--- config.mk ---
export PLATFORM = sky130hd
export DESIGN_NAME = btn_mode_ctrl
export DESIGN_NICKNAME = d
export VERILOG_FILES = /design/src/rtl/btn_mode_ctrl.sv
export SDC_FILE = /design/constraint.sdc
export NUM_CORES = 1
export LEC_CHECK = 0
export ABC_AREA = 1
export CORE_AREA = 2 2 64 111
export DETAILED_ROUTE_END_ITERATION = 10
export DIE_AREA = 0 0 66 113
export PLACE_DENSITY = 0.77
export SLEW_MARGIN = 25
export SYNTH_ARGS = -nofsm -noshare
export SYNTH_HDL_FRONTEND = slang
export SYNTH_SLANG_ARGS = --single-unit
--- constraint.sdc ---
create_clock -name CLK -period 4.8 [get_ports CLK]
set_clock_uncertainty 0.15 [all_clocks]
set_input_delay 0.72 -clock CLK [delete_from_list [all_inputs] [get_ports CLK]]
set_output_delay 0.72 -clock CLK [all_outputs]
set_load 0.05 [all_outputs]
--- src/rtl/btn_mode_ctrl.sv ---
// btn_mode_ctrl: per-channel button synchroniser, debouncer, press/release event
//   generator and wrapping mode counter feeding the DDS waveform/step selection.
// Latency: iBtn edge stable at edge k -> level change + event pulse in cycle k+2+DEBOUNCE_CYCLES;
//   mode counter update one cycle after the event. Backpressure: none, pulses are one cycle wide.
//
// Optional feature macro: BTN_LONGPRESS_EN (adds oLongPulse and long-press mode reset).
//
// Ports:
//   CLK           system clock
//   RESET         synchronous active-high reset
//   iBtn          raw buttons, active low, asynchronous to CLK
//   oBtnLevel     debounced level, 1 = pressed
//   oPressPulse   one-cycle pulse on accepted press
//   oReleasePulse one-cycle pulse on accepted release
//   oMode         packed mode counters, channel i at [i*MODE_W +: MODE_W]
//   oModeChg      one-cycle pulse when a channel's mode takes a new value
//   oLongPulse    (BTN_LONGPRESS_EN only) one-cycle pulse when a hold reaches LONG_CYCLES
module btn_mode_ctrl #(
  parameter int NUM_BTN         = 2,
  parameter int DEBOUNCE_CYCLES = 240000,
  parameter int NUM_MODES       = 4,
  parameter int LONG_CYCLES     = 10000000,
  localparam int MODE_W         = $clog2(NUM_MODES)
) (
  input  logic                      CLK,
  input  logic                      RESET,
  input  logic [NUM_BTN-1:0]        iBtn,
  output logic [NUM_BTN-1:0]        oBtnLevel,
  output logic [NUM_BTN-1:0]        oPressPulse,
  output logic [NUM_BTN-1:0]        oReleasePulse,
  output logic [NUM_BTN*MODE_W-1:0] oMode,
  output logic [NUM_BTN-1:0]        oModeChg
`ifdef BTN_LONGPRESS_EN
  ,
  output logic [NUM_BTN-1:0]        oLongPulse
`endif
);

  localparam int MAX_CYC = (LONG_CYCLES > DEBOUNCE_CYCLES) ? LONG_CYCLES : DEBOUNCE_CYCLES;
  localparam int CNT_W   = $clog2(MAX_CYC + 1);
  localparam logic [CNT_W-1:0]  DEB_LAST  = CNT_W'(DEBOUNCE_CYCLES - 1);
  localparam logic [MODE_W-1:0] MODE_LAST = MODE_W'(NUM_MODES - 1);
`ifdef BTN_LONGPRESS_EN
  localparam logic [CNT_W-1:0]  LONG_LAST = CNT_W'(LONG_CYCLES - 1);
`endif

  typedef enum logic [1:0] {IDLE, PRESS_WAIT, PRESSED, RELEASE_WAIT} state_t;

  // 2-FF synchroniser; reset value 1 means "released" on the active-low pins.
  logic [NUM_BTN-1:0] sync1, sync2, s;

  always_ff @(posedge CLK) begin
    if (RESET) begin
      sync1 <= '1;
      sync2 <= '1;
    end else begin
      sync1 <= iBtn;
      sync2 <= sync1;
    end
  end

  assign s = ~sync2;

  for (genvar i = 0; i < NUM_BTN; i++) begin : g_ch
    state_t              state_q, state_d;
    logic [CNT_W-1:0]    cnt_q, cnt_d, cnt_inc;
    logic                press_d, release_d;
    logic                press_q, release_q, chg_q;
    logic [MODE_W-1:0]   mode_q, mode_next;
`ifdef BTN_LONGPRESS_EN
    logic                long_d, long_q, long_fired_q;
`endif

    // Saturating increment: the counter must never wrap back into a match window.
    assign cnt_inc   = (&cnt_q) ? cnt_q : cnt_q + CNT_W'(1);
    assign mode_next = (mode_q == MODE_LAST) ? '0 : mode_q + MODE_W'(1);

    always_comb begin
      state_d   = state_q;
      cnt_d     = cnt_inc;
      press_d   = 1'b0;
      release_d = 1'b0;
`ifdef BTN_LONGPRESS_EN
      long_d    = 1'b0;
`endif
      case (state_q)
        IDLE: begin
          cnt_d = '0;
          if (s[i]) state_d = PRESS_WAIT;
        end
        PRESS_WAIT: begin
          if (!s[i]) begin
            state_d = IDLE;
            cnt_d   = '0;
          end else if (cnt_q == DEB_LAST) begin
            state_d = PRESSED;
            cnt_d   = '0;
            press_d = 1'b1;
          end
        end
        PRESSED: begin
          if (!s[i]) begin
            state_d = RELEASE_WAIT;
            cnt_d   = '0;
          end else begin
`ifdef BTN_LONGPRESS_EN
            // cnt keeps counting the hold; the flag limits this to one shot per hold.
            if (cnt_q == LONG_LAST && !long_fired_q) long_d = 1'b1;
`else
            cnt_d = '0;
`endif
          end
        end
        RELEASE_WAIT: begin
          if (s[i]) begin
            state_d = PRESSED;
            cnt_d   = '0;
          end else if (cnt_q == DEB_LAST) begin
            state_d   = IDLE;
            cnt_d     = '0;
            release_d = 1'b1;
          end
        end
        default: begin
          state_d = IDLE;
          cnt_d   = '0;
        end
      endcase
    end

    always_ff @(posedge CLK) begin
      if (RESET) begin
        state_q   <= IDLE;
        cnt_q     <= '0;
        press_q   <= 1'b0;
        release_q <= 1'b0;
        chg_q     <= 1'b0;
        mode_q    <= '0;
`ifdef BTN_LONGPRESS_EN
        long_q       <= 1'b0;
        long_fired_q <= 1'b0;
`endif
      end else begin
        state_q   <= state_d;
        cnt_q     <= cnt_d;
        press_q   <= press_d;
        release_q <= release_d;
        chg_q     <= 1'b0;
`ifdef BTN_LONGPRESS_EN
        long_q <= long_d;
        // Flag is cleared at the next accepted press so it survives until the
        // release-driven mode advance has looked at it.
        if (press_d)     long_fired_q <= 1'b0;
        else if (long_d) long_fired_q <= 1'b1;
        if (long_d) begin
          if (mode_q != '0) begin
            mode_q <= '0;
            chg_q  <= 1'b1;
          end
        end else if (release_q && !long_fired_q) begin
          mode_q <= mode_next;
          chg_q  <= 1'b1;
        end
`else
        if (press_q) begin
          mode_q <= mode_next;
          chg_q  <= 1'b1;
        end
`endif
      end
    end

    assign oBtnLevel[i]                 = (state_q == PRESSED) || (state_q == RELEASE_WAIT);
    assign oPressPulse[i]               = press_q;
    assign oReleasePulse[i]             = release_q;
    assign oModeChg[i]                  = chg_q;
    assign oMode[i*MODE_W +: MODE_W]    = mode_q;
`ifdef BTN_LONGPRESS_EN
    assign oLongPulse[i]                = long_q;
`endif
  end

endmodule

# Yosys cells after proc, flatten, opt, wreduce, memory -nomap -nowiden
# Cells that the tools add are included.
[totals]
reg_bits = 66
input_bits = 4
output_inout_bits = 12
wordCells = 87
[op_classes]
n_addsub = 4
n_eq_ne = 18
mux = 30
n_bitwise = 7
n_reduce_logical = 14
[ops]
columns = ["cell", "count"]
rows = [
  ["$mux W24", 8],
  ["$pmux W24 S3", 2],
  ["$add A24 B1 Y24 const B", 2],
  ["$eq A24 B18 Y1 const B", 2],
  ["$reduce_and A24 Y1", 2],
  ["$mux W2", 14],
  ["$pmux W2 S4", 2],
  ["$eq A2 B2 Y1 const B", 6],
  ["$ne A3 B3 Y1 const B", 4],
  ["$reduce_or A3 Y1", 4],
  ["$ne A2 B2 Y1 const B", 4],
  ["$reduce_and A4 Y1", 2],
  ["$not A1 Y1", 6],
  ["$add A2 B1 Y2 const B", 2],
  ["$eq A2 B1 Y1 const B", 2],
  ["$logic_not A2 Y1", 2],
  ["$mux W1", 4],
  ["$reduce_or A2 Y1", 2],
  ["$logic_or A1 B1 Y1", 2],
  ["$not A2 Y2", 1],
]

# Longest topological paths before layout
# Gate-level depths: netlist of the first run.
[depth]
depth_word = 5
ltp_mapped = 12
depth_no_buf = 12

# Worst setup path after synthesis of the first run
# OpenSTA, ideal clock, no wires.
[synth_timing]
path_type = "register to register"
from = "register g_ch[0].cnt_q[0]"
to = "register g_ch[0].cnt_q[20]"
setup_ps = 110
t_arrival_ps = 1558
t_required_ps = 4540
slack_ps = 2981
stages_incl_launch_ff = 12
n_path_buf = 1
synth_period_minus_slack_ps = 1819
path_cell_list = "dfxtp_1 ha_1 nand2_1 inv_1 nand2_4 nor3_2 nand2_1 nand3_4 inv_2 buf_6 nand3_1 inv_1"
[synth_between]
elab_chain_len = 5
word_cells_on_any_way = 8
classes_between = "add/sub: 1; eq/ne: 1; mux: 5; reduce/logical: 1"
[synth_lines]
columns = ["item", "line", "text"]
rows = [
  ["start, declared", "66", "logic [CNT_W-1:0] cnt_q, cnt_d, cnt_inc;"],
  ["start signal, assigned", "145", "cnt_q <= cnt_d;"],
  ["$add A24 B1 Y24 / $reduce_and A24 Y1 (equally long branches)", "75", "assign cnt_inc = (&cnt_q) ? cnt_q : cnt_q + CNT_W'(1);"],
  ["$mux W24", "75", ""],
  ["$mux W24 (*)", "95, 118", ""],
  ["$mux W24, on equally long branches", "115, 92", ""],
  ["$pmux W24 S3 (*)", "86", "case (state_q)"],
]
# Every way passes the cells marked *; elsewhere a longest branch is shown, timed or not.
# A chain may end at the register's enable or synchronous reset.

==> results of run 1 <==
[cells in the mapped netlist]
master | instances | area, um^2
nand2_1 | 137 | 514
nor2_1 | 100 | 375
inv_1 | 81 | 304
dfxtp_1 | 66 | 1320
nand3_1 | 52 | 260
nor3_1 | 25 | 125
nand4_1 | 20 | 125
a21oi_1 | 17 | 85.1
o21ai_0 | 14 | 70.1
or2_2 | 8 | 50.1
buf_4 | 7 | 52.6
nand2_2 | 6 | 37.5
ha_1 | 4 | 50.1
inv_2 | 4 | 15.0
nor2_4 | 4 | 45.0
nor3_2 | 4 | 40.0
xnor2_1 | 4 | 35.0
xor2_1 | 4 | 35.0
and3_1 | 3 | 18.8
clkbuf_1 | 3 | 11.3
nor2_2 | 3 | 18.8
a31oi_1 | 2 | 12.5
buf_6 | 2 | 22.5
nand2_4 | 2 | 22.5
nor3_4 | 2 | 32.5
inv_4 | 1 | 6.26
nand3_2 | 1 | 10.0
nand3_4 | 1 | 17.5
nand3b_1 | 1 | 7.51
nand4_2 | 1 | 12.5
nand4_4 | 1 | 21.3
nor2_8 | 1 | 20.0
nor3b_1 | 1 | 7.51
nor4_1 | 1 | 6.26
o21a_1 | 1 | 7.51
o21ai_2 | 1 | 8.76
[cells by family after synthesis]
logic type      count (synthesis)
flops                          66
fa+ha+maj                       4
simple gates                  374
buf+inv                        98
compound gates                 35
xor+xnor                        8
[worst reg2reg max path, cell delays in order (launching register included)]
cell and delay, ns:
dfxtp_1 0.36, ha_1 0.29, nand2_1 0.11, nor2_2 0.05, nand2_2 0.12, nor3_2 0.07, nand2_1 0.06, nand2_1 0.09
nor2_2 0.53, inv_1 0.28, nor3_1 0.19
[cell type report]
type,count,area (um^2)
well taps,82,103
flip-flops and latches,66,1320
multi-input cells,421,2070
clock buffers,11,233
clock inverters,5,55.1
repair buffers,15,150
fillers,595,2280
inverters,86,325
[worst max path at each step]
stage | cells after the start | endpoint | start
floorplan | 11 | g_ch[0].cnt_q[20] | g_ch[0].cnt_q[0]
global placement | 4 | g_ch[1].cnt_q[0] | RESET
detailed placement | 4 | g_ch[1].cnt_q[0] | RESET
CTS | 1 | oBtnLevel[1] | register
global route | 10 | g_ch[1].cnt_q[0] | g_ch[1].cnt_q[0]
finish | 1 | oBtnLevel[1] | register
[metal layers]
layer,vias up,track usage,part of all wire
met4,0,0.186,0.058
met5,-,0,0
met1,1705,0.264,0.36
li1,1881,-,-
met2,107,0.517,0.55
met3,38,0.0537,0.030
[registers in the layout (all words and copies together), names as in the netlist, named ones only]
signal / count
g_ch.press_q: 2
sync2: 2
g_ch.cnt_q: 48
g_ch.state_q: 2
g_ch.release_q: 2
g_ch.mode_q: 4
sync1: 2
g_ch.chg_q: 2
[power by group]
group	switching [mW]	total (mW)	internal, mW
sequential	0.00414	0.557	0.553
clock	0.234	0.634	0.400
combinational	0.0183	0.0289	0.0106
[stage by stage]
| step | utilization | cells | hold slack, ns | cell area [um^2] | power (mW) |
|---|---|---|---|---|---|
| after floorplan | - | 585 | 0.239 | 3800 | 0.590 |
| after CTS | 0.651 | 686 | 0.262 | 4260 | 1.23 |
| final | 0.651 | 686 | 0.260 | 4260 | 1.22 |
| after global placement | 0.607 | 670 | 0.251 | 3970 | 0.597 |
| after global routing | 0.651 | 686 | 0.286 | 4260 | 1.26 |
| after detailed placement | 0.607 | 670 | 0.251 | 3970 | 0.598 |
==> results.md, run 1 <==
- HPWL after DPL: 7310 um
- Kind of critical path: register to output pin
- Setup ws final: 2.33 ns
- Post-synthesis mux area share: 0
- Die height: 113 um
- Largest family of logic cells by synthesized area: simple AND/OR/NAND/NOR gates
- Pleak: 1.74 nW
- Critical path endpoint category: output pin
- Max-Cap Viols: 0
- # resized after CTS: 0
- PwrDens: 286 nW/um^2
- Yosys warning total: 0
- Post-synthesis adder-cell area fraction: 0.0132
- Peak per-stage delay on the critical path: 0.85 ns
- Fin. Hold Viols: 0
- Simple-Gate Fraction of Synth Area: 0.465
- Starting Density: 0.582
- Max transition margin: 0.554
- Fmax: 0.405 GHz
- Cells on worst reg2reg path: 10
- Fin crit period: 2.47 ns
- CP startpoint kind: register
- Tot GR Track Use: 0.279
- Die W: 66 um
- Sequential fraction of the synthesis area: 0.347
- Initial antenna violation count: 0
- Maximum vdd ir drop: 228 uV
- GR Overflow Total: 0
- Cells after synthesis: 585
- Drt wl/cell: 13.7 um
- Crit-path leading delay family: buffers and inverters
- CTS Hold Bufs: 0
- Synthesized area per cell: 6.50 um^2
- Number of global-route vias before repair: 3,620
- Layout cells sized above 1: 0.0894
- Reg2reg start: g_ch[1].cnt_q[0]
- Final setup viols: 0
- Core footprint: 6540 um^2
- DR vias/cell: 5.44
- Hold Crit Endpoint: sync2[1]
- GPL Wtd Cong: 0.978
- Yosys reg bits: 66
- Syn Nets: 593
- CP max stage cell: clkdlybuf4s50_1
- Post-route clock period utilization: 0.514
- Vias after detailed routing: 3,731
- Fin nets: 607
- Detailed Route Iter0 Violations: 248
- Routed Antenna Nets: 0
- Quantity of I/O buffers inserted on ports: 15
- Status: finished, final reports clean
- Count of different cell masters after synthesis: 36
- Max Slew Vio Count: 0
- R2r setup slk: 2.43 ns
- TritonCTS clock tree: yes
- Worst Path Required: 3.93 ns
- # diodes: 0
- Root buffer cell: clkbuf_16
- CTS H-tree lvls: 3
- CTS max path bufs: 2
- Largest net degree at the start of global routing: 17
- RR Endpoint: g_ch[1].cnt_q[0]
- Post-CTS Setup Bufs: 0
- Area grow syn2layout: 11.9%
- Commonest non-fill, non-tap cells in the layout: nand2_1 (137), nor2_1 (100), inv_1 (81)
- WP buf/inv: 1
- Drt drc: 0
- RSZ-0062 raised after global routing: false
- Routed wire length: 9390 um
- Most common cell after layout, fill and taps aside: nand2_1
- Row count: 39
- Hold_sp: sync1[1]
- Synth Area in Compound Gates: 0.0483
- Xor and xnor area share after synthesis: 0.0184
- Die ar.: 7460 um^2
- Worst Max-Slew Pin Slew: 0.669 ns
- CP Cell Sequence: clkdlybuf4s50_1
- WHS Path Cells: 1
- DRT Pass-1 Iters: 5
- WP data arrival: 1.60 ns
- Fin Setup TNS: 0 ns
- Clk slew on worst S/H paths: 0.06 ns
- Worst hold path class: register to register
- Num CTS Buffers: 9
- Worst-skew pair later-pin latency: 0.33 ns
- Mapped Area: 3800 um^2
- First-pass GRT wire length: 15,800 um
- Highest net fanout along the worst path: 6
- IO Pins: 16
- Place WS: 2.12 ns
- CTS sink count: 66
(Power assumes the default switching activity.)
==> inputs of run 2 (changes only) <==
- clock period: 4.8 -> 2.39 ns (I/O delays scaled with it)
==> results.md, run 2 (same netlist as run 1, synthesis figures left out) <==
- Status: finished, final reports clean
- Routed Antenna Nets: 0 (unchanged)
- Initial antenna violation count: 0 (unchanged)
- PwrDens: 561 nW/um^2 (+96%)
- # resized after CTS: 0 (unchanged)
- CTS sink count: 66 (unchanged)
- Max transition margin: 0.642 (+0.0881)
- Die W: 66 um (unchanged)
- Kind of critical path: register to output pin
- Fill count: 602 (+1.2%)
- Max-Cap Viols: 0 (unchanged)
- Worst-skew pair later-pin latency: 0.33 ns (about the same)
- GPL Wtd Cong: 0.970 (-0.76%)
- Drt wl/cell: 14.1 um (+3.3%)
- Die ar.: 7460 um^2 (unchanged)
- CP Cell Sequence: clkdlybuf4s50_1
- CP max stage cell: clkdlybuf4s50_1
- Maximum vdd ir drop: 417 uV (+83%)
- Fin nets: 612 (+0.82%)
- Largest net degree at the start of global routing: 17 (unchanged)
- RSZ-0062 raised after global routing: false
- DRT Pass-1 Iters: 5 (unchanged)
- Post-route clock period utilization: 0.884
- Regs by FF count: g_ch.cnt_q: 48 flops, g_ch.mode_q: 4 flops
- Highest net fanout along the worst path: 6 (unchanged)
- Fin crit period: 2.11 ns
- Crit-path leading delay family: buffers and inverters
- Routed wire length: 9760 um (+4.0%)
- WP buf/inv: 1 (unchanged)
- # diodes: 0 (unchanged)
- Drt drc: 0 (unchanged)
- Worst Path Required: 1.88 ns (-2.05 ns)
- Util after Layout: 0.656 (+0.00459)
- Max Slew Vio Count: 0 (unchanged)
- Clk slew on worst S/H paths: 0.06 ns (about the same)
- Most flop-heavy register: g_ch.cnt_q
- Row count: 39 (unchanged)
- HPWL after DPL: 7550 um (+3.4%)
- Root buffer cell: clkbuf_16
- Post-CTS Setup Bufs: 0 (unchanged)
- IO Pins: 16 (unchanged)
- Peak per-stage delay on the critical path: 0.86 ns (about the same)
- Worst Max-Slew Pin Slew: 0.536 ns (-0.133 ns)
- Hold WS: 0.254 ns (-0.00561 ns)
- Final setup viols: 0 (unchanged)
- CTS H-tree lvls: 3 (unchanged)
- Fin. Hold Viols: 0 (unchanged)
- Core footprint: 6540 um^2 (unchanged)
- Area grow syn2layout: 12.7%
- Tot GR Track Use: 0.283 (+0.00398)
- TritonCTS clock tree: yes
- DR vias/cell: 5.45 (+0.13%)
- CTS Hold Bufs: 0 (unchanged)
- Vias after detailed routing: 3,763 (+0.86%)
- Max FFs per register: 48 (unchanged)
- Detailed Route Iter0 Violations: 237 (-4.4%)
- CTS max path bufs: 2 (unchanged)
- Commonest non-fill, non-tap cells in the layout: nand2_1 (137), nor2_1 (100), inv_1 (81)
- Worst hold path class: register to register
- Fin Setup TNS: 0 ns (unchanged)
- Starting Density: 0.582 (unchanged)
- Overall power: 2.41 mW (+97%)
- Quantity of I/O buffers inserted on ports: 15 (unchanged)
- First-pass GRT wire length: 15,900 um (+0.53%)
- Number of global-route vias before repair: 3,593 (-0.75%)
- Pleak: 1.76 nW (+1.2%)
- GR Overflow Total: 0 (unchanged)
- Critical path endpoint category: output pin
- Die height: 113 um (unchanged)
- WP data arrival: 1.60 ns (about the same)
- CP startpoint kind: register
- Fmax: 0.473 GHz
- Layout cells sized above 1: 0.100 (+0.0108)
- Most common cell after layout, fill and taps aside: nand2_1
- Num CTS Buffers: 9 (unchanged)
## run 2: cell count changes in the layout (fill, tap and decap cells not counted)
cell	previous run	this run
clkinvlp_4	2	3
clkbuf_8	0	1
inv_6	0	1
bufinv_16	1	0
clkbuf_1	2	0
buf_4	0	5
## run 2: final timing paths
check / startpoint / endpoint / slack (ns) / cells after the start
hold / removal: sync1[1] / sync2[1] / 0.25 / 1
setup reg to reg: g_ch[1].cnt_q[0] / g_ch[1].cnt_q[0] / 0.32 / 10
setup / recovery: register / oBtnLevel[1] / 0.28 / 1
hold reg to reg: sync1[1] / sync2[1] / 0.25 / 1
## run 2: per-layer routing
metal  part of all wire  vias up  GRT usage
met5                  0        -          0
met4              0.057        0      0.189
met3              0.034       44     0.0417
met2               0.56      120      0.539
met1               0.35     1699      0.262
li1                   -     1900          -
## run 2: power breakdown
group	leakage (nW)	total [mW]	internal, mW	switching (mW)
Combinational	1.10	0.0627	0.0241	0.0386
Sequential	0.533	1.12	1.11	0.00791
Clock	0.131	1.23	0.729	0.499
Total	1.76	2.41	1.86	0.545
## run 2: area by class of cell
type | count | area [um^2] | area share
Multi-Input combinational cell | 421 | 2070 | 0.483
Timing Repair Buffer | 20 | 188 | 0.0438
Clock inverter | 6 | 41.3 | 0.00963
Tap cell | 82 | 103 | 0.0239
Clock buffer | 10 | 239 | 0.0557
Sequential cell | 66 | 1320 | 0.308
Inverter | 86 | 325 | 0.0758
## run 2: through the flow
stage	cell area [um^2]	setup slack, ns	instances
2_1_floorplan	3800	0.571	585
3_3_place_gp	4010	0.397	675
3_5_place_dp	4010	0.358	675
4_1_cts	4290	0.261	691
5_1_grt	4290	0.160	691
6_report	4290	0.278	691
